### src/rtl/level_pkg.sv
// Shared level-interface types: level code width, default range, repeat-FSM states.
// Also used by the LED level-display/blink block.
package level_pkg;

    localparam int unsigned LEVEL_W       = 4;
    localparam int unsigned LEVEL_MIN_DEF = 1;
    localparam int unsigned LEVEL_MAX_DEF = 8;

    typedef logic [LEVEL_W-1:0] level_t;

    typedef enum logic [1:0] {
        RPT_IDLE,
        RPT_HELD,
        RPT_REPEAT
    } rpt_state_e;

endpackage

### src/rtl/button_debounce.sv
// Two-flop synchroniser, stable-count debouncer and one-cycle press pulse for one button.
// The press pulse is registered from the debounced edge so it lags the debounced value by one cycle.
module button_debounce #(
    parameter int unsigned DEBOUNCE_CYCLES = 1000000
) (
    input  logic clk,
    input  logic reset,
    input  logic btn_raw_i,
    output logic btn_db_o,
    output logic press_o
);

    localparam int unsigned      CNT_W    = (DEBOUNCE_CYCLES > 1) ? $clog2(DEBOUNCE_CYCLES) : 1;
    localparam logic [CNT_W-1:0] CNT_LAST = CNT_W'(DEBOUNCE_CYCLES - 1);

    logic             sync1_q;
    logic             sync2_q;
    logic             db_q;
    logic             db_d;
    logic             db_prev_q;
    logic             press_q;
    logic [CNT_W-1:0] cnt_q;
    logic [CNT_W-1:0] cnt_d;

    // Counter only runs while the synced value disagrees; it stops at CNT_LAST, never wraps.
    always_comb begin
        db_d  = db_q;
        cnt_d = '0;
        if (sync2_q != db_q) begin
            if (cnt_q == CNT_LAST) begin
                db_d = sync2_q;
            end else begin
                cnt_d = cnt_q + 1'b1;
            end
        end
    end

    always_ff @(posedge clk or posedge reset) begin
        if (reset) begin
            sync1_q   <= 1'b0;
            sync2_q   <= 1'b0;
            db_q      <= 1'b0;
            db_prev_q <= 1'b0;
            press_q   <= 1'b0;
            cnt_q     <= '0;
        end else begin
            sync1_q   <= btn_raw_i;
            sync2_q   <= sync1_q;
            db_q      <= db_d;
            db_prev_q <= db_q;
            press_q   <= db_q & ~db_prev_q;
            cnt_q     <= cnt_d;
        end
    end

    assign btn_db_o = db_q;
    assign press_o  = press_q;

endmodule

### src/rtl/level_select_ctrl.sv
// Up/down push-buttons to saturating level code with change pulse.
// Optional hold-to-repeat stepping when AUTO_REPEAT_EN is defined.
module level_select_ctrl
    import level_pkg::*;
#(
    parameter int unsigned DEBOUNCE_CYCLES = 1000000,
    parameter int unsigned LEVEL_MIN       = LEVEL_MIN_DEF,
    parameter int unsigned LEVEL_MAX       = LEVEL_MAX_DEF,
    parameter int unsigned REPEAT_DELAY    = 25000000,
    parameter int unsigned REPEAT_PERIOD   = 10000000
) (
    input  logic   clk,
    input  logic   reset,
    input  logic   btn_up_raw,
    input  logic   btn_down_raw,
    input  logic   level_lock,
    output level_t level,
    output logic   level_changed,
    output logic   btn_up_db,
    output logic   btn_down_db
);

    localparam level_t LMIN = level_t'(LEVEL_MIN);
    localparam level_t LMAX = level_t'(LEVEL_MAX);

    if (DEBOUNCE_CYCLES < 2) begin : g_bad_debounce
        $error("DEBOUNCE_CYCLES must be at least 2");
    end
    if (LEVEL_MAX > 15 || LEVEL_MAX <= LEVEL_MIN) begin : g_bad_range
        $error("LEVEL_MAX must be <= 15 and > LEVEL_MIN");
    end
    if (REPEAT_DELAY < 1 || REPEAT_PERIOD < 1) begin : g_bad_repeat
        $error("REPEAT_DELAY and REPEAT_PERIOD must be non-zero");
    end

    logic [1:0] press;   // [0] up, [1] down
    logic [1:0] db;
    logic [1:0] step;
    level_t     level_q;
    level_t     level_d;
    logic       changed_q;

    button_debounce #(.DEBOUNCE_CYCLES(DEBOUNCE_CYCLES)) u_up (
        .clk      (clk),
        .reset    (reset),
        .btn_raw_i(btn_up_raw),
        .btn_db_o (db[0]),
        .press_o  (press[0])
    );

    button_debounce #(.DEBOUNCE_CYCLES(DEBOUNCE_CYCLES)) u_down (
        .clk      (clk),
        .reset    (reset),
        .btn_raw_i(btn_down_raw),
        .btn_db_o (db[1]),
        .press_o  (press[1])
    );

`ifdef AUTO_REPEAT_EN
    localparam int unsigned       RPT_MAX  = (REPEAT_DELAY > REPEAT_PERIOD) ? REPEAT_DELAY : REPEAT_PERIOD;
    localparam int unsigned       RCNT_W   = (RPT_MAX > 1) ? $clog2(RPT_MAX) : 1;
    localparam logic [RCNT_W-1:0] RD_LAST  = RCNT_W'(REPEAT_DELAY - 1);
    localparam logic [RCNT_W-1:0] RP_LAST  = RCNT_W'(REPEAT_PERIOD - 1);

    rpt_state_e              st_q  [2];
    rpt_state_e              st_d  [2];
    logic [1:0][RCNT_W-1:0]  rcnt_q;
    logic [1:0][RCNT_W-1:0]  rcnt_d;
    logic [1:0]              rpt_step;

    // A press swallowed by the lock never arms the FSM, so releasing the lock mid-hold stays silent.
    always_comb begin
        for (int unsigned i = 0; i < 2; i++) begin
            st_d[i]     = st_q[i];
            rcnt_d[i]   = rcnt_q[i];
            rpt_step[i] = 1'b0;
            case (st_q[i])
                RPT_IDLE: begin
                    rcnt_d[i] = '0;
                    if (press[i] && !level_lock) st_d[i] = RPT_HELD;
                end
                RPT_HELD: begin
                    if (!db[i]) begin
                        st_d[i]   = RPT_IDLE;
                        rcnt_d[i] = '0;
                    end else if (rcnt_q[i] == RD_LAST) begin
                        st_d[i]     = RPT_REPEAT;
                        rcnt_d[i]   = '0;
                        rpt_step[i] = 1'b1;
                    end else begin
                        rcnt_d[i] = rcnt_q[i] + 1'b1;
                    end
                end
                RPT_REPEAT: begin
                    if (!db[i]) begin
                        st_d[i]   = RPT_IDLE;
                        rcnt_d[i] = '0;
                    end else if (rcnt_q[i] == RP_LAST) begin
                        rcnt_d[i]   = '0;
                        rpt_step[i] = 1'b1;
                    end else begin
                        rcnt_d[i] = rcnt_q[i] + 1'b1;
                    end
                end
                default: begin
                    st_d[i]   = RPT_IDLE;
                    rcnt_d[i] = '0;
                end
            endcase
        end
    end

    always_ff @(posedge clk or posedge reset) begin
        if (reset) begin
            for (int unsigned i = 0; i < 2; i++) st_q[i] <= RPT_IDLE;
            rcnt_q <= '0;
        end else begin
            for (int unsigned i = 0; i < 2; i++) st_q[i] <= st_d[i];
            rcnt_q <= rcnt_d;
        end
    end

    assign step = press | rpt_step;
`else
    assign step = press;
`endif

    always_comb begin
        level_d = level_q;
        if (!level_lock) begin
            if (step[0] && !step[1] && level_q < LMAX) begin
                level_d = level_q + 1'b1;
            end else if (step[1] && !step[0] && level_q > LMIN) begin
                level_d = level_q - 1'b1;
            end
        end
    end

    always_ff @(posedge clk or posedge reset) begin
        if (reset) begin
            level_q   <= LMIN;
            changed_q <= 1'b0;
        end else begin
            level_q   <= level_d;
            changed_q <= (level_d != level_q);
        end
    end

    assign level         = level_q;
    assign level_changed = changed_q;
    assign btn_up_db     = db[0];
    assign btn_down_db   = db[1];

endmodule

### config.mk
export PLATFORM = sky130hd
export DESIGN_NAME = level_select_ctrl
export DESIGN_NICKNAME = d
export VERILOG_FILES = /design/src/rtl/level_pkg.sv /design/src/rtl/button_debounce.sv /design/src/rtl/level_select_ctrl.sv
export SDC_FILE = /design/constraint.sdc
export NUM_CORES = 1
export LEC_CHECK = 0
export CAP_MARGIN = 20
export CORE_ASPECT_RATIO = 1.2
export CORE_MARGIN = 2
export CORE_UTILIZATION = 35
export DETAILED_ROUTE_END_ITERATION = 10
export GPL_TIMING_DRIVEN = 0
export PLACE_DENSITY = 0.5
export SKIP_CTS_REPAIR_TIMING = 1
export SYNTH_ARGS = -nofsm -noshare
export SYNTH_HDL_FRONTEND = slang
export SYNTH_SLANG_ARGS = --single-unit
### constraint.sdc
create_clock -name clk -period 2.2 [get_ports clk]
set_clock_uncertainty 0.05 [all_clocks]
set_input_delay 0.22 -clock clk [delete_from_list [all_inputs] [get_ports clk]]
set_output_delay 0.22 -clock clk [all_outputs]
set_load 0.005 [all_outputs]
==> impl_metrics.tcl <==
set metrics [dict create \
    cts_made_buffers 5 \
    finalHoldViolCount 0 \
    fin_crit_ps 2000 \
    n_fill_cell 715 \
    power_switching_mw 0.445 \
    power.internal_mw 1.48 \
    pwr-share-clk 0.363 \
    io_pins 12 \
    numPortBuffers 11 \
    syn_inst 259 \
    ir_drop_v 0.000269 \
    whs_ps 157 \
    async_reset_ff_frac 1.00 \
    finalCritPeriodShare 0.908 \
    clkTransAtPathRegs_ps 100 \
    routed_wl_microns 5080 \
    drt-initial-drc-count 82 \
    grt_max_degree 41 \
    synthDistinctLibCells 42 \
    ys_warn_count 0 \
    drv_slew 0 \
    track_usage 0.136 \
    n_antenna_cell 0 \
    coreArea_sq_um 7320 \
    htreeDepth 2 \
    drive_above_1_share 0.100 \
    syn2layout_area_growth_pct 14.3 \
    rsz0062_at_grt "yes" \
    pwr-share-comb 0.082 \
    synth_nets 269 \
    viasPerCell 5.22 \
    drtPass1Iterations 4 \
    insertion_delay_ps 300 \
    hold_path_class "input port to asynchronous set/reset pin" \
    vias 1931 \
    nets 289 \
    fmax_ghz 0.501 \
    worstSetupStartpoint "u_down.cnt_q[0]$_DFF_PP0_" \
    post_drt_wl_per_cell_microns 13.7 \
    drc 0 \
    status "completed" \
    dieArea_sq_um 8300 \
    critPathKind "register to register" \
    p_leak_nw 1.25 \
    maxCapViolations 0 \
    start_util 0.363 \
    setup_viol 0 \
    synth_area_sq_um 2660 \
    die_height_microns 99.4 \
    gp_congestion 0.764 \
    antenna_found_initial 0 \
    power_density_nw_per_um2 634 \
    root_buffer "clkbuf_8" \
    synth-seq-cells 55 \
    swShare 0.231 \
    relSlewSlack 0.747 \
    critPathCaptureType "register" \
    hpwl_microns 3460 \
    clock_path_buffers 2 \
    start_kind "register" \
    grt_pass1_wl_microns 9240 \
    worstMarginPinSlew_ps 379 \
    critPathRequiredTime_ps 2340 \
    synth-seq-area-share 0.519 \
    ant_nets 0 \
    power.total_mw 1.92 \
    r2r_start "u_down.cnt_q[0]$_DFF_PP0_" \
    utilization 0.415 \
    rows 34 \
    critPathMaxFanout 10 \
    overflow 0 \
    clkSinkCount 55 \
    fp.dieW_microns 83.5 \
    cp.arrival_ps 2140 \
    tritoncts "yes" \
    seq_power_share 0.555 \
    syn_area_per_cell_sq_um 10.3 \
    ys.flop_type "dfrtp_1" \
    synth_edf_count 0 \
    grt_pass1_vias 1973 \
]
power by group through the flow:
stage | Sequential [mW] | Clock, mW | Combinational (mW)
2_1_floorplan | 1.08 | 0 | 0.0976
3_3_place_gp | 1.09 | 0 | 0.152
3_5_place_dp | 1.09 | 0 | 0.157
4_1_cts | 1.07 | 0.728 | 0.158
5_1_grt | 1.07 | 0.759 | 0.180
6_report | 1.07 | 0.698 | 0.158
worst max-delay path, stage by stage (launching register included):
cell and delay, ps:
dfrtp_1 390, ha_1 240, and4_1 340, nand4_1 180, o41ai_1 310, buf_2 290
nor2_1 80
layer usage:
metal	track usage	share of wire	up-vias
met3	0.0290	0.027	6
met4	0.0459	0.014	0
met5	0	0	-
met1	0.180	0.49	940
li1	-	-	962
met2	0.223	0.47	23
synth_stat cells, types with 3 or more instances:
master | number | area [sq um]
nand2_1 | 13 | 48.8
or4_1 | 6 | 45.0
o21ai_0 | 5 | 25.0
nand4_1 | 13 | 81.3
dfrtp_1 | 54 | 1350
nor2_1 | 32 | 120
xnor2_1 | 12 | 105
xor2_1 | 18 | 158
buf_2 | 3 | 15.0
nand3_1 | 13 | 65.1
inv_1 | 12 | 45.0
nor4_1 | 7 | 43.8
ha_1 | 5 | 62.6
a21oi_1 | 14 | 70.1
and4_1 | 5 | 43.8
or3_1 | 6 | 37.5
and2_1 | 3 | 18.8
o31ai_1 | 4 | 30.0
cells by family after synthesis:
kind of cell / after synthesis / share of synthesized area
AND/OR/NAND/NOR: 117 / 0.246
flip-flops: 55 / 0.519
AO/OA/AOI/OAI: 32 / 0.0744
XOR/XNOR: 30 / 0.0989
buffers and inverters: 18 / 0.0297
adder cells (fa/ha/maj): 5 / 0.0236
multiplexers: 2 / 0.00848
flip-flops by register name, summed over array words and instances, names as in the netlist:
register / flops
u_down.btn_db_o: 1
u_down.press_o: 1
u_down.sync2_q: 1
level_changed: 1
u_up.sync1_q: 1
u_up.db_prev_q: 1
u_up.btn_db_o: 1
u_down.sync1_q: 1
level: 4
u_up.cnt_q: 20
u_down.db_prev_q: 1
u_down.cnt_q: 20
u_up.press_o: 1
u_up.sync2_q: 1
layout make-up:
type | instances | area [sq um] | share of cell area
sequential | 55 | 1380 | 0.454
multi-input combinational | 186 | 1210 | 0.398
timing repair buffer | 14 | 145 | 0.0478
tap | 90 | 113 | 0.0371
clock buffer | 6 | 82.6 | 0.0272
inverter | 12 | 45.0 | 0.0148
clock inverter | 2 | 35.0 | 0.0115
buffer | 5 | 30.0 | 0.00989
worst paths after layout:
check,cells past startpoint,slack (ps),to
worst max-delay path,6,200,u_down.cnt_q[14]$_DFF_PP0_
worst min-delay path,2,160,level[1]$_DFF_PP0_
worst max register to register,6,200,u_down.cnt_q[14]$_DFF_PP0_
worst min register to register,0,330,u_down.sync2_q$_DFF_PP0_
max in group asynchronous,3,1350,level[0]$_DFF_PP1_
min in group clk,1,290,u_up.sync1_q$_DFF_PP0_
cells in the final DEF (no fill, tap or decap), types with 2 or more instances in the layout:
| cell | instances |
|---|---|
| clkbuf_8 | 6 |
| mux2_2 | 2 |
| nor4_1 | 7 |
| and2_1 | 3 |
| nor4b_1 | 2 |
| buf_2 | 3 |
| nor2_1 | 32 |
| and4_1 | 5 |
| inv_1 | 11 |
| xnor2_1 | 12 |
| nor3_1 | 2 |
| nor2b_1 | 2 |
| or3_1 | 6 |
| nand4_1 | 13 |
| or3b_2 | 2 |
| nand2_1 | 13 |
| clkdlybuf4s50_1 | 11 |
| a21oi_1 | 14 |
| nand4_2 | 2 |
| nand2b_1 | 2 |
| buf_4 | 4 |
| xor2_1 | 18 |
| o21ai_0 | 5 |
| and3_1 | 2 |
| nand3_1 | 13 |
| a211oi_1 | 2 |
| ha_1 | 5 |
| dfrtp_1 | 54 |
| o31ai_1 | 4 |
| or4_1 | 6 |
stage by stage:
step	TNS, ps	setup slack, ps	std cells	area (sq um)
2_1_floorplan	0	370	259	2660
3_3_place_gp	-30440	-546	360	2880
3_5_place_dp	-1250	-131	361	2900
4_1_cts	-1300	-136	369	3020
5_1_grt	-3.41	-3.41	370	3040
6_report	0	203	370	3040
(Power assumes the default switching activity.)
